==> src/rtl/hash_msg_feeder.sv <==
// Byte feeder for the DES-S-box hash core: takes a length and message bytes from
// upstream, paces them into the core one byte per BYTE_GAP cycles, returns the digest.
module hash_msg_feeder #(
    parameter int BYTE_GAP   = 4,
    parameter int FIFO_DEPTH = 8,
    parameter int TIMEOUT    = 1024
) (
    input  logic        clk,
    input  logic        rst_n,
    input  logic        len_valid,
    input  logic [63:0] len_in,
    output logic        len_ready,
    input  logic        in_valid,
    input  logic [7:0]  in_data,
    output logic        in_ready,
    output logic        m_valid,
    output logic [7:0]  message,
    output logic [63:0] counter,
    input  logic        hash_ready,
    input  logic [31:0] digest_out,
    output logic        dig_valid,
    output logic [31:0] dig_data,
    input  logic        dig_ready,
    output logic        busy,
    output logic        err
);

    localparam int AW = $clog2(FIFO_DEPTH);
    localparam int GW = $clog2(BYTE_GAP + 1);
    localparam int TW = $clog2(TIMEOUT + 1);

    typedef enum logic [1:0] {IDLE, STREAM, WAIT_HASH, OUT} state_t;

    state_t        state_reg, state_next;
    logic [7:0]    mem [FIFO_DEPTH];
    logic [AW-1:0] wr_ptr_reg, rd_ptr_reg;
    logic [AW:0]   count_reg, count_next;
    logic [63:0]   counter_reg, counter_next;
    logic [63:0]   remaining_reg, remaining_next;
    logic [63:0]   accepted_reg, accepted_next;
    logic [GW-1:0] gap_reg, gap_next;
    logic [TW-1:0] tmo_reg, tmo_next;
    logic [31:0]   dig_data_reg, dig_data_next;
    logic [7:0]    message_reg;
    logic          len_ready_reg, len_ready_next;
    logic          in_ready_reg, in_ready_next;
    logic          m_valid_reg, m_valid_next;
    logic          dig_valid_reg, dig_valid_next;
    logic          busy_reg, busy_next;
    logic          err_reg, err_next;
    logic          push, pop;

    always_comb begin
        state_next     = state_reg;
        counter_next   = counter_reg;
        remaining_next = remaining_reg;
        gap_next       = gap_reg;
        tmo_next       = tmo_reg;
        dig_data_next  = dig_data_reg;
        err_next       = 1'b0;

        // in_ready_reg is only ever high in STREAM, so push implies STREAM
        push          = in_valid && in_ready_reg;
        pop           = (state_reg == STREAM) && (gap_reg == '0) && (count_reg != '0);
        m_valid_next  = pop;
        count_next    = count_reg + (AW+1)'(push) - (AW+1)'(pop);
        accepted_next = accepted_reg + {63'd0, push};

        case (state_reg)
            IDLE: begin
                if (len_valid) begin
                    if (len_in == 64'd0) begin
                        err_next = 1'b1;
                    end else begin
                        counter_next   = len_in;
                        remaining_next = len_in;
                        accepted_next  = 64'd0;
                        gap_next       = '0;
                        state_next     = STREAM;
                    end
                end
            end
            STREAM: begin
                if (pop) begin
                    remaining_next = remaining_reg - 64'd1;
                    gap_next       = GW'(BYTE_GAP - 1);
                    if (remaining_reg == 64'd1) begin
                        tmo_next   = '0;
                        state_next = WAIT_HASH;
                    end
                end else if (gap_reg != '0) begin
                    gap_next = gap_reg - GW'(1);
                end
            end
            WAIT_HASH: begin
                if (hash_ready) begin
                    dig_data_next = digest_out;
                    state_next    = OUT;
                end else if (tmo_reg == TW'(TIMEOUT - 1)) begin
                    err_next     = 1'b1;
                    counter_next = 64'd0;
                    state_next   = IDLE;
                end else begin
                    tmo_next = tmo_reg + TW'(1);
                end
            end
            OUT: begin
                if (dig_ready) begin
                    counter_next = 64'd0;
                    state_next   = IDLE;
                end
            end
            default: state_next = IDLE;
        endcase

        // Handshake outputs are registered, so derive them from the next-state view
        len_ready_next = (state_next == IDLE);
        busy_next      = (state_next != IDLE);
        dig_valid_next = (state_next == OUT);
        in_ready_next  = (state_next == STREAM) &&
                         (count_next < (AW+1)'(FIFO_DEPTH)) &&
                         (accepted_next < counter_next);
    end

    always_ff @(posedge clk) begin
        if (push) begin
            mem[wr_ptr_reg] <= in_data;
        end
    end

    always_ff @(posedge clk or negedge rst_n) begin
        if (!rst_n) begin
            state_reg     <= IDLE;
            wr_ptr_reg    <= '0;
            rd_ptr_reg    <= '0;
            count_reg     <= '0;
            counter_reg   <= 64'd0;
            remaining_reg <= 64'd0;
            accepted_reg  <= 64'd0;
            gap_reg       <= '0;
            tmo_reg       <= '0;
            dig_data_reg  <= 32'd0;
            message_reg   <= 8'd0;
            len_ready_reg <= 1'b1;
            in_ready_reg  <= 1'b0;
            m_valid_reg   <= 1'b0;
            dig_valid_reg <= 1'b0;
            busy_reg      <= 1'b0;
            err_reg       <= 1'b0;
        end else begin
            state_reg     <= state_next;
            count_reg     <= count_next;
            counter_reg   <= counter_next;
            remaining_reg <= remaining_next;
            accepted_reg  <= accepted_next;
            gap_reg       <= gap_next;
            tmo_reg       <= tmo_next;
            dig_data_reg  <= dig_data_next;
            len_ready_reg <= len_ready_next;
            in_ready_reg  <= in_ready_next;
            m_valid_reg   <= m_valid_next;
            dig_valid_reg <= dig_valid_next;
            busy_reg      <= busy_next;
            err_reg       <= err_next;
            if (push) begin
                wr_ptr_reg <= wr_ptr_reg + AW'(1);
            end
            if (pop) begin
                rd_ptr_reg  <= rd_ptr_reg + AW'(1);
                message_reg <= mem[rd_ptr_reg];
            end
        end
    end

    assign len_ready = len_ready_reg;
    assign in_ready  = in_ready_reg;
    assign m_valid   = m_valid_reg;
    assign message   = message_reg;
    assign counter   = counter_reg;
    assign dig_valid = dig_valid_reg;
    assign dig_data  = dig_data_reg;
    assign busy      = busy_reg;
    assign err       = err_reg;

endmodule

==> config.mk <==
export PLATFORM = sky130hd
export DESIGN_NAME = hash_msg_feeder
export DESIGN_NICKNAME = d
export VERILOG_FILES = /design/src/rtl/hash_msg_feeder.sv
export SDC_FILE = /design/constraint.sdc
export NUM_CORES = 1
export LEC_CHECK = 0
export CAP_MARGIN = 20
export CELL_PAD_IN_SITES_DETAIL_PLACEMENT = 0
export CELL_PAD_IN_SITES_GLOBAL_PLACEMENT = 1
export CORE_MARGIN = 1.5
export CORE_UTILIZATION = 40
export CTS_CLUSTER_SIZE = 40
export DETAILED_ROUTE_END_ITERATION = 10
export PLACE_DENSITY = 0.8
export SLEW_MARGIN = 10
export SYNTH_ARGS = -nofsm -noshare
export SYNTH_HDL_FRONTEND = slang
export SYNTH_SLANG_ARGS = --single-unit
==> constraint.sdc <==
create_clock -name clk -period 4.1 [get_ports clk]
set_clock_uncertainty 0.15 [all_clocks]
set_input_delay 0.41 -clock clk [delete_from_list [all_inputs] [get_ports clk]]
set_output_delay 0.41 -clock clk [all_outputs]
set_load 0.01 [all_outputs]
### Yosys cells after proc, flatten, opt, wreduce, memory -nomap -nowiden

Memory sizes are Yosys's and may differ from the RTL's. A register that Yosys moved wholly into a read port is not among the register bits.
Index checks and enable logic that the tools add are counted.

* flip-flop bits (word level): 256
* memory bits (writable): 64
* output and inout bits: 110
* logic and storage cells: 98
* memories: 1

Memory list
* mem: words 8, bits a word 8, read ports 1, clocked after memory_dff 1, wr ports 1, RTL line 35 `logic [7:0] mem [FIFO_DEPTH];`

* $add $sub $neg: 8
* order comparisons: 2
* equal/unequal tests: 14
* muxes and demuxes: 38
* reductions and logical operators: 19

Operators by type and width (number)
* $mux W64: 11
* $pmux W64 S3: 1
* $pmux W64 S2: 1
* $add A64 B1 Y64: 1
* $eq A64 B1 Y1 const B: 1
* $logic_not A64 Y1: 1
* $lt A64 B64 Y1: 1
* $sub A64 B1 Y64 const B: 1
* $mux W11: 4
* $pmux W11 S2: 1
* $mux W2: 7
* $mux W3: 4
* $add A11 B1 Y11 const B: 1
* $eq A11 B10 Y1 const B: 1
* $ne A2 B2 Y1 const B: 5
* $pmux W2 S4: 1
* $reduce_and A4 Y1: 2
* $add A3 B1 Y3 const B: 2
* $eq A2 B2 Y1 const B: 3
* $mux W1: 6
* $pmux W3 S2: 1
* $reduce_bool A2 Y1: 3
* $logic_and A1 B1 Y1: 5
* $reduce_and A5 Y1: 1
* 14 further kinds: 16

### Logic depth before layout (Yosys ltp)

* word-level depth: 8
* depth in mapped cells: 19
* gate-level depth less buffers: 19

### Worst setup path after synthesis

No wires, ideal clock.

* path kind: in2reg
* start point: input port in_valid
* end point: register in_ready_reg, in the netlist in_ready
* arrival time: 3.688 ns
* data required time: 3.868 ns
* path slack: 0.180 ns
* cell stages on the path: 17
* cells stage by stage: nand2_1 inv_1 ha_1 ha_1 and3_1 nand3_1 nor4_2 nand4_1 xor2_1 nor2_1 ha_1 a21o_1 a221oi_1 o21ai_0 a211oi_1 nand4_1 a31oi_1

* longest elaborated chain between the ends: 7

RTL lines
* start, declared: RTL line 13 `input logic in_valid,`
* $logic_and A1 B1 Y1 (*): RTL line 63 `push = in_valid && in_ready_reg;`
* named net push: RTL line 51 `logic push, pop;`
* $add A64 B1 Y64 (*): RTL line 67 `accepted_next = accepted_reg + {63'd0, push};`
* $mux W64: RTL line 72 `if (len_in == 64'd0) begin`
* $mux W64: RTL line 71 `if (len_valid) begin`
* $mux W64 (*): RTL line 69 `case (state_reg)`
* named net accepted_next[46]: RTL line 40 `logic [63:0] accepted_reg, accepted_next;`
* $lt A64 B64 Y1 (*): RTL line 122 `(accepted_next < counter_next);`
* $logic_and A1 B1 Y1 (*): RTL line 121 `(count_next < (AW+1)'(FIFO_DEPTH)) &&`
* named net in_ready_next: RTL line 46 `logic in_ready_reg, in_ready_next;`
* end signal, assigned: RTL line 160 `in_ready_reg <= in_ready_next;`
* end, declared: RTL line 46

Mark *: on every way through the listed nets, which the timed path passes. The rest lies on a longest branch.
A chain may end at the register's enable or synchronous reset.

### Final worst setup path

* start point: register accepted_reg[32]
* end point: register in_ready_reg, in the netlist in_ready

* longest elaborated chain between the ends: 6

RTL lines
* start, declared: RTL line 40
* start signal, assigned: RTL line 155 `accepted_reg <= accepted_next;`
* $add A64 B1 Y64 (*): RTL line 67
* $mux W64: RTL line 72
* $mux W64: RTL line 71
* $mux W64 (*): RTL line 69
* named net accepted_next[45]: RTL line 40
* $lt A64 B64 Y1 (*): RTL line 122
* $logic_and A1 B1 Y1 (*): RTL line 121
* named net in_ready_next: RTL line 46

Marked as above.

==> impl_metrics.env <==
export IMPL_hold_path_class="in -> reg"
export IMPL_clk_pin_slew_worst_paths_ps=60
export IMPL_worst_pin_slew_ps=927.8
export IMPL_layout_cells_most_common="dfrtp_1"
export IMPL_vias=14540
export IMPL_slowest_stage="nor3b_1"
export IMPL_design_area_sq_mm=0.02267
export IMPL_first_global_vias=14320
export IMPL_boundaryPins=220
export IMPL_remaining_drc_errors=0
export IMPL_count_of_flip_flops_with_a_built_in_enable_after_synthesis=64
export IMPL_synthesis_area_per_instance_sq_um=10.51
export IMPL_start_util_pct=40.69
export IMPL_cp_arrival_ps=4220
export IMPL_maxSlewViolCount=0
export IMPL_routed_wire_length_per_instance_um=21.10
export IMPL_setup_slack_after_placement_ps=-678.9
export IMPL_die_width_um=207.0
export IMPL_hpwlAfterDp_um=40460
export IMPL_initial_antenna_violation_count=1
export IMPL_synth_main_ff_cell="dfrtp_1"
export IMPL_power_static_leakage_nw=9.933
export IMPL_detail_route_vias_per_cell=5.647
export IMPL_hold_violations=0
export IMPL_worst_setup_path_end_kind="flop"
export IMPL_final_layout_size_suffix_gt1_share_pct=20.56
export IMPL_power_density_mw_per_mm2=464.6
export IMPL_async_reset_ff_share_pct=80.49
export IMPL_path_class="reg -> reg"
export IMPL_critical_path_required_time_ps=4430
export IMPL_cp_top_family="simple AND/OR/NAND/NOR gates"
export IMPL_critical_path_startpoint_type="flop"
export IMPL_critPathBufInv=0
export IMPL_number_of_detailed_routing_iterations_run_before_antenna_repair=5
export IMPL_ir_drop_uv=319.5
export IMPL_report_final_setup_viol=0
export IMPL_detail_route_iter0_violations=1247
export IMPL_insertedDiodeCount=0
export IMPL_worst_hold_slack_ps=244.2
export IMPL_cts_root_buffer="clkbuf_16"
export IMPL_worst_slew_margin_rel_pct=37.92
export IMPL_postRouteWirelength_um=54340
export IMPL_areaGrowthSynthToFinish_pct=36.15
export IMPL_grt_max_degree=94
export IMPL_htreeDepth=2
export IMPL_finish_net_count=2200
export IMPL_post_synth_num_cell_types=77
export IMPL_first_pass_grt_wire_length_um=84060
export IMPL_gp_routability_congestion=0.9939
export IMPL_num_fill_cells=3575
export IMPL_final_tns_setup_ps=0
export IMPL_maxClockFrequency_mhz=256.9
export IMPL_die_area_sq_mm=0.04287
export IMPL_critical_path_max_stage_delay_ps=490
export IMPL_die_y_um=207.0
export IMPL_cap_viol_max_count=0
export IMPL_rrSetupSlack_ps=210
export IMPL_mappedNetlistArea_sq_mm=0.01665
export IMPL_run_status="finished, final reports clean"
export IMPL_global_route_overflow_total=0
export IMPL_post_synth_inst_count=1584
export IMPL_path_cells="and4_1 > nand4_2 > nor3b_1 > nand2_1 > nor3_2 > xnor2_1 > nor2_1 > ha_1 > a21o_1 > a21o_1 > a221oi_1 > o21ai_1 > a211oi_1 > nand4_1 > a31oi_1"
export IMPL_cts_tree="yes"
export IMPL_design_core_area_sq_mm=0.04092
export IMPL_critical_path_max_fanout=6
export IMPL_ys_seq_area_share_pct=51.22
export IMPL_synth_net_count=1772
export IMPL_buffer_ports_inserted=219
export IMPL_cts_sinks=328
export IMPL_critical_path_most_common_cell="a21o_1"
export IMPL_period_share_pct=94.95
export IMPL_period_needed_ps=3893
export IMPL_cts_buffer_depth=3
export IMPL_postPlaceCellArea_sq_mm=0.02107
export IMPL_drt_antenna_net_count=0
export IMPL_postLayoutSetupSlackWorst_ps=206.9
export IMPL_ys_seq_elements=328
export IMPL_cts_buffers=39
export IMPL_row_count=74
export IMPL_track_usage_pct=25.12
export IMPL_ys_warnings_count=0
export IMPL_clk_latency_ps=570
export IMPL_layout_cells_most_common_list="dfrtp_1 (261), buf_4 (225), clkdlybuf4s50_1 (216), nor2_1 (151), nand2_1 (101)"
==> layout make-up <==
class / instances / area [sq um] / share of cell area (%)
Clock buffer: 48 / 1050 / 4.630
Clock inverter: 24 / 320.3 / 1.413
Inverter: 93 / 349.1 / 1.540
Sequential cell: 328 / 8532 / 37.63
Timing Repair Buffer: 454 / 4059 / 17.90
Multi-Input combinational cell: 1096 / 7699 / 33.95
Tap cell: 532 / 665.6 / 2.936
==> logic make-up (layout without fill, tap and decap cells) <==
| family | Yosys count | after routing | synth area share (%) |
|---|---|---|---|
| xor gates and xnor gates | 66 | 66 | 3.471 |
| muxes | 60 | 60 | 5.071 |
| and+or+nand+nor | 532 | 532 | 16.81 |
| buffers and inverters | 160 | 619 | 3.704 |
| AOI/OAI and AO/OA | 360 | 360 | 13.82 |
| DFF | 328 | 328 | 51.22 |
| adders and majority gates | 78 | 78 | 5.905 |
==> per-layer routing <==
layer | wire, um | up-vias | global-route usage [%]
li1 | - | 6699 | -
met1 | 23530 | 7180 | 35.27
met2 | 24510 | 570 | 38.70
met3 | 4748 | 92 | 5.549
met4 | 1557 | 0 | 7.871
met5 | 0 | - | 0
==> metrics by stage <==
stage	util [%]	cells	total power, mW
5_1_grt	55.41	2575	11.01
3_3_place_gp	51.49	2498	6.760
2_1_floorplan	-	1584	5.571
6_report	55.41	2575	10.53
3_5_place_dp	51.49	2498	6.851
4_1_cts	54.99	2572	10.57
==> report_power, final <==
part | total [mW] | internal [mW] | switching (mW) | leakage, nW
logic | 2.59 | 1.26 | 1.33 | 5.34
registers | 4.26 | 3.78 | 0.484 | 3.94
clock network | 3.68 | 2.22 | 1.46 | 0.657
total | 10.5 | 7.26 | 3.27 | 9.93
==> cell usage after synthesis, drive strengths merged (22+ instances only) <==
library cell | instances | share of area [%]
a21oi | 83 | 2.5
a22oi | 75 | 3.4
buf | 22 | 0.59
clkbuf | 45 | 1.0
dfrtp | 263 | 40
edfxtp | 64 | 12
ha | 77 | 5.8
inv | 93 | 2.1
mux2 | 35 | 2.4
nand2 | 103 | 2.3
nand3 | 42 | 1.3
nand4 | 48 | 2.0
nor2 | 157 | 3.5
nor3 | 53 | 1.7
nor4 | 44 | 2.3
o21ai | 96 | 2.9
xnor2 | 30 | 1.6
xor2 | 36 | 1.9
==> final timing paths <==
path | end | from | depth (start not counted)
hold / removal | remaining_reg[4]$_DFFE_PN0P_ | len_in[4] | 3
min in group asynchronous | counter[59]$_DFF_PN0_ | rst_n | 2
max in group asynchronous | accepted_reg[14]$_DFF_PN0_ | rst_n | 3
setup / recovery | in_ready$_DFF_PN0_ | accepted_reg[32]$_DFF_PN0_ | 15
hold reg to reg | message[0]$_DFFE_PN0P_ | message[0]$_DFFE_PN0P_ | 2
setup reg to reg | in_ready$_DFF_PN0_ | accepted_reg[32]$_DFF_PN0_ | 15
==> tightest hold or removal path, cell delays in order <==
cell and delay [ps]:
dlymetal6s2s_1 230, o21ai_0 200, a21oi_1 70
==> what timing repair did <==
action / CTS / global route
gates cloned: 0 / 0
gates resized for setup: 11 / 35
pin swaps: 2 / 9
endpoints found under the setup margin: 1 / 1
endpoints found under the hold margin: 91 / 0
hold buffers: 1 / 0
buffers inserted: 1 / 2
(Power assumes the default switching activity.)
